File: config.mk
export PLATFORM = sky130hd
export DESIGN_NAME = sensor_hub_ctrl
export DESIGN_NICKNAME = d
export VERILOG_FILES = /design/src/rtl/sensor_hub_ctrl.sv
export SDC_FILE = /design/constraint.sdc
export NUM_CORES = 1
export LEC_CHECK = 0
export ABC_AREA = 1
export BUFFER_PORTS_ARGS = -buffer_cell sky130_fd_sc_hd__buf_2
export CORE_AREA = 2 2 174 176
export DETAILED_ROUTE_END_ITERATION = 16
export DIE_AREA = 0 0 176 178
export PLACE_DENSITY = 0.74
export SLEW_MARGIN = 10
export SYNTH_ARGS = -nofsm -noshare
export SYNTH_HDL_FRONTEND = slang
export SYNTH_SLANG_ARGS = --single-unit
File: constraint.sdc
create_clock -name i_Clock -period 3 [get_ports i_Clock]
set_input_delay 0.6 -clock i_Clock [delete_from_list [all_inputs] [get_ports i_Clock]]
set_output_delay 0.6 -clock i_Clock [all_outputs]
set_load 0.02 [all_outputs]
File: src/rtl/sensor_hub_ctrl.sv
// Host command controller for N DHT11-class sensor channels behind a UART byte link.
// Decodes (cmd, addr) pairs, measures one channel, replies (code, data); adds continuous polling and timeouts.
module sensor_hub_ctrl #(
    parameter int N_CH        = 8,
    parameter int POLL_CYC    = 100_000_000,
    parameter int SNS_TO_CYC  = 50_000_000,
    parameter int BYTE_TO_CYC = 5_000_000
) (
    input  logic                 i_Clock,
    input  logic                 rst_n,
    input  logic [7:0]           i_Rx_Data,
    input  logic                 i_Rx_Done,
    input  logic                 i_Tx_Busy,
    input  logic                 i_Tx_Done,
    output logic [7:0]           o_Tx_Data,
    output logic                 o_Tx_Start,
    input  logic [32*N_CH-1:0]   i_Sns_Data,
    input  logic [N_CH-1:0]      i_Sns_Done,
    input  logic [N_CH-1:0]      i_Sns_Error,
    output logic [N_CH-1:0]      o_Sns_Start,
    output logic [N_CH-1:0]      o_Cont_Mask,
    output logic                 o_Rx_Drop,
    output logic [3:0]           o_State
);
    localparam int CH_W = (N_CH > 1) ? $clog2(N_CH) : 1;

    localparam logic [3:0] ST_IDLE      = 4'd0;
    localparam logic [3:0] ST_RX_ADDR   = 4'd1;
    localparam logic [3:0] ST_CHECK     = 4'd2;
    localparam logic [3:0] ST_MEASURE   = 4'd3;
    localparam logic [3:0] ST_SEND_CODE = 4'd4;
    localparam logic [3:0] ST_WAIT_CODE = 4'd5;
    localparam logic [3:0] ST_SEND_DATA = 4'd6;
    localparam logic [3:0] ST_WAIT_DATA = 4'd7;

    localparam logic [7:0] CMD_STATUS   = 8'h00;
    localparam logic [7:0] CMD_HUM_INT  = 8'h01;
    localparam logic [7:0] CMD_HUM_FRAC = 8'h02;
    localparam logic [7:0] CMD_TMP_INT  = 8'h03;
    localparam logic [7:0] CMD_TMP_FRAC = 8'h04;
    localparam logic [7:0] CMD_CONT_ON  = 8'h05;
    localparam logic [7:0] CMD_CONT_OFF = 8'h06;

    localparam logic [7:0] RSP_OK       = 8'h07;
    localparam logic [7:0] RSP_HUM      = 8'h08;
    localparam logic [7:0] RSP_TMP      = 8'h09;
    localparam logic [7:0] RSP_CONT_ON  = 8'h0A;
    localparam logic [7:0] RSP_CONT_OFF = 8'h0B;
    localparam logic [7:0] RSP_SNS_ERR  = 8'h1F;
    localparam logic [7:0] RSP_BAD_ADDR = 8'hFE;
    localparam logic [7:0] RSP_BAD_CMD  = 8'hFF;

    localparam logic [7:0]  N_CH_B    = 8'(N_CH);
    localparam logic [31:0] POLL_LAST = 32'(POLL_CYC - 1);
    localparam logic [31:0] SNS_LAST  = 32'(SNS_TO_CYC - 1);
    localparam logic [31:0] BYTE_LAST = 32'(BYTE_TO_CYC - 1);

    logic [3:0]      state_reg;
    logic [7:0]      cmd_reg;
    logic [7:0]      addr_reg;
    logic            bad_reg;
    logic [7:0]      code_reg;
    logic [7:0]      data_reg;
    logic [31:0]     byte_cnt_reg;
    logic [31:0]     sns_cnt_reg;
    logic [31:0]     poll_cnt_reg;
    logic            poll_pending_reg;
    logic [CH_W-1:0] last_poll_reg;
    logic [N_CH-1:0] mask_reg;
    logic [7:0]      tx_data_reg;
    logic            tx_start_reg;
    logic            rx_drop_reg;

    logic [CH_W-1:0] addr_idx;
    logic [N_CH-1:0] ch_sel;
    logic [31:0]     ch_data [N_CH];
    logic            meas_active;
    logic            act_done;
    logic            act_err;
    logic [31:0]     act_data;
    logic [7:0]      meas_code_next;
    logic [7:0]      meas_val_next;
    logic            pick_found_next;
    logic [CH_W-1:0] pick_ch_next;

    assign addr_idx    = addr_reg[CH_W-1:0];
    assign meas_active = (state_reg == ST_MEASURE);

    // Start is decoded straight from the state register so it falls with the async reset.
    for (genvar gi = 0; gi < N_CH; gi++) begin : g_ch
        assign ch_data[gi]     = i_Sns_Data[32*gi +: 32];
        assign ch_sel[gi]      = (addr_idx == CH_W'(gi));
        assign o_Sns_Start[gi] = meas_active && ch_sel[gi];
    end

    assign act_done = |(i_Sns_Done & ch_sel);
    assign act_err  = |(i_Sns_Error & ch_sel);

    always_comb begin
        act_data = 32'h0;
        for (int i = 0; i < N_CH; i++) begin
            if (ch_sel[i]) begin
                act_data = ch_data[i];
            end
        end
    end

    always_comb begin
        meas_code_next = RSP_OK;
        meas_val_next  = 8'h00;
        case (cmd_reg)
            CMD_HUM_INT: begin
                meas_code_next = RSP_HUM;
                meas_val_next  = act_data[31:24];
            end
            CMD_HUM_FRAC: begin
                meas_code_next = RSP_HUM;
                meas_val_next  = act_data[23:16];
            end
            CMD_TMP_INT: begin
                meas_code_next = RSP_TMP;
                meas_val_next  = act_data[15:8];
            end
            CMD_TMP_FRAC: begin
                meas_code_next = RSP_TMP;
                meas_val_next  = act_data[7:0];
            end
            CMD_CONT_ON: begin
                meas_code_next = RSP_CONT_ON;
                meas_val_next  = act_data[15:8];
            end
            default: begin
                meas_code_next = RSP_OK;
                meas_val_next  = 8'h00;
            end
        endcase
    end

    // Round-robin search starting just after the last polled channel.
    always_comb begin
        logic [CH_W:0] idx;
        pick_found_next = 1'b0;
        pick_ch_next    = '0;
        idx             = '0;
        for (int i = 1; i <= N_CH; i++) begin
            idx = {1'b0, last_poll_reg} + (CH_W+1)'(i);
            if (idx >= (CH_W+1)'(N_CH)) begin
                idx = idx - (CH_W+1)'(N_CH);
            end
            if (!pick_found_next && mask_reg[idx[CH_W-1:0]]) begin
                pick_found_next = 1'b1;
                pick_ch_next    = idx[CH_W-1:0];
            end
        end
    end

    always_ff @(posedge i_Clock or negedge rst_n) begin
        if (!rst_n) begin
            state_reg        <= ST_IDLE;
            cmd_reg          <= 8'h00;
            addr_reg         <= 8'h00;
            bad_reg          <= 1'b0;
            code_reg         <= 8'h00;
            data_reg         <= 8'h00;
            byte_cnt_reg     <= 32'h0;
            sns_cnt_reg      <= 32'h0;
            poll_cnt_reg     <= 32'h0;
            poll_pending_reg <= 1'b0;
            last_poll_reg    <= CH_W'(N_CH - 1);
            mask_reg         <= '0;
            tx_data_reg      <= 8'h00;
            tx_start_reg     <= 1'b0;
            rx_drop_reg      <= 1'b0;
        end else begin
            tx_start_reg <= 1'b0;
            rx_drop_reg  <= 1'b0;

            // Pending is a single sticky flag, so wraps while busy collapse into one poll.
            if (poll_cnt_reg == POLL_LAST) begin
                poll_cnt_reg <= 32'h0;
                if (mask_reg != '0) begin
                    poll_pending_reg <= 1'b1;
                end
            end else begin
                poll_cnt_reg <= poll_cnt_reg + 32'd1;
            end

            if (i_Rx_Done && (state_reg != ST_IDLE) && (state_reg != ST_RX_ADDR)) begin
                rx_drop_reg <= 1'b1;
            end

            case (state_reg)
                ST_IDLE: begin
                    if (i_Rx_Done) begin
                        cmd_reg      <= i_Rx_Data;
                        byte_cnt_reg <= 32'h0;
                        state_reg    <= ST_RX_ADDR;
                    end else if (poll_pending_reg) begin
                        poll_pending_reg <= 1'b0;
                        if (pick_found_next) begin
                            cmd_reg       <= CMD_CONT_ON;
                            addr_reg      <= {{(8-CH_W){1'b0}}, pick_ch_next};
                            last_poll_reg <= pick_ch_next;
                            bad_reg       <= 1'b0;
                            sns_cnt_reg   <= 32'h0;
                            state_reg     <= ST_MEASURE;
                        end
                    end
                end
                ST_RX_ADDR: begin
                    if (i_Rx_Done) begin
                        addr_reg  <= i_Rx_Data;
                        state_reg <= ST_CHECK;
                    end else if (byte_cnt_reg == BYTE_LAST) begin
                        state_reg <= ST_IDLE;
                    end else begin
                        byte_cnt_reg <= byte_cnt_reg + 32'd1;
                    end
                end
                ST_CHECK: begin
                    if (cmd_reg > CMD_CONT_OFF) begin
                        bad_reg   <= 1'b1;
                        code_reg  <= RSP_BAD_CMD;
                        data_reg  <= cmd_reg;
                        state_reg <= ST_SEND_CODE;
                    end else if (addr_reg >= N_CH_B) begin
                        bad_reg   <= 1'b1;
                        code_reg  <= RSP_BAD_ADDR;
                        data_reg  <= addr_reg;
                        state_reg <= ST_SEND_CODE;
                    end else if (cmd_reg == CMD_CONT_OFF) begin
                        bad_reg   <= 1'b0;
                        code_reg  <= RSP_CONT_OFF;
                        data_reg  <= 8'h00;
                        state_reg <= ST_SEND_CODE;
                    end else begin
                        bad_reg     <= 1'b0;
                        sns_cnt_reg <= 32'h0;
                        state_reg   <= ST_MEASURE;
                    end
                end
                ST_MEASURE: begin
                    // Error beats done; done in the final cycle still beats the timeout.
                    if (act_err) begin
                        code_reg  <= RSP_SNS_ERR;
                        data_reg  <= 8'h00;
                        state_reg <= ST_SEND_CODE;
                    end else if (act_done) begin
                        code_reg  <= meas_code_next;
                        data_reg  <= meas_val_next;
                        state_reg <= ST_SEND_CODE;
                    end else if (sns_cnt_reg == SNS_LAST) begin
                        code_reg  <= RSP_SNS_ERR;
                        data_reg  <= 8'h00;
                        state_reg <= ST_SEND_CODE;
                    end else begin
                        sns_cnt_reg <= sns_cnt_reg + 32'd1;
                    end
                end
                ST_SEND_CODE: begin
                    if (!i_Tx_Busy) begin
                        tx_data_reg  <= code_reg;
                        tx_start_reg <= 1'b1;
                        state_reg    <= ST_WAIT_CODE;
                        if (!bad_reg && (cmd_reg == CMD_CONT_ON)) begin
                            mask_reg[addr_idx] <= 1'b1;
                        end
                        if (!bad_reg && (cmd_reg == CMD_CONT_OFF)) begin
                            mask_reg[addr_idx] <= 1'b0;
                        end
                    end
                end
                ST_WAIT_CODE: begin
                    if (i_Tx_Done) begin
                        state_reg <= ST_SEND_DATA;
                    end
                end
                ST_SEND_DATA: begin
                    if (!i_Tx_Busy) begin
                        tx_data_reg  <= data_reg;
                        tx_start_reg <= 1'b1;
                        state_reg    <= ST_WAIT_DATA;
                    end
                end
                ST_WAIT_DATA: begin
                    if (i_Tx_Done) begin
                        state_reg <= ST_IDLE;
                    end
                end
                default: begin
                    state_reg <= ST_IDLE;
                end
            endcase
        end
    end

    assign o_Tx_Data   = tx_data_reg;
    assign o_Tx_Start  = tx_start_reg;
    assign o_Cont_Mask = mask_reg;
    assign o_Rx_Drop   = rx_drop_reg;
    assign o_State     = state_reg;

endmodule

==> results_dict.tcl <==
set metrics [dict create \
    outcome "completed" \
    yosysWarnings 0 \
    drive_above_1_share_pct 22.4 \
    yosys_most_used_dff "dfrtp_1" \
    viasPerCell 5.49 \
    reg2reg_depth 13 \
    syn_area_sq_um 11600 \
    final_util_pct 48.7 \
    synthMuxAreaShare_pct 0 \
    core_area_sq_um 29400 \
    cts_max_path_buffers 2 \
    hold_class "primary input to asynchronous set/reset pin" \
    layout_commonest_cell "nand2_1" \
    r2r_end "last_poll_reg[1]" \
    fillCellCount 3054 \
    synth_area_per_cell_sq_um 6.49 \
    clk_pin_slew_ns 0.07 \
    cellLeakagePower_nw 6.78 \
    skew_ns 0.0110 \
    drcViolationCount 0 \
    ant_nets 0 \
    synth-edff-count 0 \
    cap_viol_max_count 0 \
    htree_levels 4 \
    synthTopCellsByArea "dfrtp_1, nand2_1, nor2_1, inv_1, nand3_1" \
    wirelength_um 50700 \
    antenna_found_initial 6 \
    synth.distinct_cells 52 \
    grtUsageTotal_pct 32.5 \
    start_kind "flop" \
    grt_max_degree 65 \
    setup_viol_count_final 0 \
    max-vdd-ir-drop_mv 0.473 \
    synth_compound_area_share_pct 14.0 \
    async_flop_share_pct 100 \
    syn_to_final_growth_pct 23.2 \
    grt_pass1_vias 13100 \
    dieArea_sq_um 31300 \
    powerDensity_nw_per_um2 793 \
    ys_seq_area_share_pct 32.8 \
    fin_setup_tns_ns 0 \
    synth-adder-area-share_pct 0.538 \
    path_max_fanout 9 \
    timing.fmax_ghz 0.357 \
    grt_pass1_wl_um 77200 \
    nets 2387 \
    port_buffers 313 \
    grt_use_met1_pct 42.6 \
    top_usage_layer "met2" \
    cp-end-kind "output pin" \
    dr.pass1.iters 7 \
    drt_iter0_drc 1281 \
    netlist_instances 1790 \
    wl_per_cell_um 20.2 \
    place.gp.congestion 1.07 \
    slew_headroom_pct 47.9 \
    start_util_pct 39.5 \
    vias 13700 \
    clock_latency_ns 0.43 \
    synth_seq_cells 152 \
    worst-endpoint-arrival_ns 2.20 \
    boundaryPins 315 \
    synth_top_area_cell "dfrtp_1" \
    synth_top_family_by_area "simple AND/OR/NAND/NOR gates" \
    syn_nets 2080 \
    numCtsBuffers 17 \
    yosysTopAreaCellShare_pct 32.1 \
    rows 63 \
    finalHoldViolations 0 \
    min_period_ns 2.80 \
    tightest_slew_ns 0.775 \
    layout_common_cells "nand2_1, buf_2, nor2_1" \
    use_met2_pct 53.9 \
    r2r-start "last_poll_reg[0]" \
    die_h_um 178 \
    fin_crit_sh_pct 93.4 \
    clockRootBuffer "clkbuf_16" \
    hpwlAfterDp_um 41700 \
    cts_hold_buf 0 \
    grt_use_met3_pct 5.20 \
    dieWidth_um 176 \
    tritoncts "built" \
    rsz0062_at_grt "false" \
    cts.sinks 152 \
    slew_viol_final 0 \
    grt-ovfl-total 0 \
    synth-xor-area-share_pct 3.39 \
    timing.reg2reg.setup_slack_ns 0.28 \
    synth-simple-area-share_pct 40.7 \
    crit_required_ns 2.40 \
    critPathKind "flop to output pin" \
]
-- what timing repair did --
item,4_1_cts,5_1_grt
hold endpoints to repair,0,0
setup endpoints to repair,1,0
buffers inserted,1,0
gates resized for setup,2,0
-- critical path, cell delays in order, from the launching register on --
cell     delay (ns)
dfrtp_1        0.50
nand2_2        0.24
nor2_2         0.30
inv_1          0.24
nor2_1         0.25
buf_2          0.23
-- metrics by stage --
| stage | hold slack [ns] | total power, mW | instance area (sq um) | instances | setup WS [ns] |
|---|---|---|---|---|---|
| floorplan | 0.304 | 6.78 | 11600 | 1790 | 0.457 |
| global placement | 0.447 | 8.94 | 13700 | 2466 | 0.268 |
| detailed placement | 0.472 | 8.95 | 13700 | 2466 | 0.386 |
| CTS | 0.136 | 11.2 | 14300 | 2500 | 0.250 |
| global route | 0.150 | 12.1 | 14300 | 2504 | 0.0948 |
| finish | 0.123 | 11.4 | 14300 | 2505 | 0.198 |
-- where the power goes --
| part | total (mW) | internal [mW] | switching (mW) |
|---|---|---|---|
| combinational | 6.36 | 1.83 | 4.53 |
| clock | 2.25 | 1.28 | 0.979 |
| sequential | 2.74 | 2.41 | 0.331 |
| total | 11.4 | 5.51 | 5.84 |
-- worst max-delay path by stage --
stage | startpoint | slack (ns) | cells past startpoint | endpoint
4_1_cts | o_State[1] | 0.25 | 6 | o_Sns_Start[3]
3_3_place_gp | last_poll_reg[0] | 0.27 | 13 | last_poll_reg[1]
3_5_place_dp | addr_reg[1] | 0.39 | 15 | data_reg[4]
2_1_floorplan | last_poll_reg[1] | 0.46 | 16 | addr_reg[2]
5_1_grt | last_poll_reg[0] | 0.09 | 16 | addr_reg[1]
6_report | addr_reg[1] | 0.20 | 5 | o_Sns_Start[6]
-- final cells by class --
| class | count | area, sq um | area share [%] |
|---|---|---|---|
| clock buffer | 19 | 443 | 3.09 |
| tap | 390 | 488 | 3.41 |
| clock inverter | 13 | 158 | 1.10 |
| timing repair inverter | 1 | 5.00 | 0.0350 |
| antenna | 5 | 12.5 | 0.0874 |
| timing repair buffer | 347 | 1880 | 13.1 |
| multi-input combinational | 1389 | 6810 | 47.6 |
| inverter | 189 | 713 | 4.98 |
| sequential | 152 | 3810 | 26.6 |
-- synthesized netlist by cell type (all sizes together), types with 24 or more instances --
library cell    n
clkbuf         34
xor2           34
nor3           77
or2            24
nand4          68
o21ai         146
buf            26
inv           189
dfrtp         149
nand2         527
nand3         133
nor2          200
a21oi          65
nor4           27
-- kinds of logic (layout without fill, tap and decap cells) --
| kind of cell | count (synthesis) | after routing |
|---|---|---|
| xor gates and xnor gates | 45 | 45 |
| AOI/OAI and AO/OA | 272 | 272 |
| adders and majority gates | 5 | 5 |
| and+or+nand+nor | 1066 | 1066 |
| buffers and inverters | 249 | 569 |
| other | 1 | 6 |
| DFF | 152 | 152 |
-- routing by layer --
layer	part of all wire, %	vias up	wire [um]
met3	7.4	96	3770
met5	0.026	-	13
met4	3.7	2	1890
met2	46	627	23400
li1	-	6571	-
met1	43	6450	21600
No activity file was read; power rests on OpenSTA's default activity.
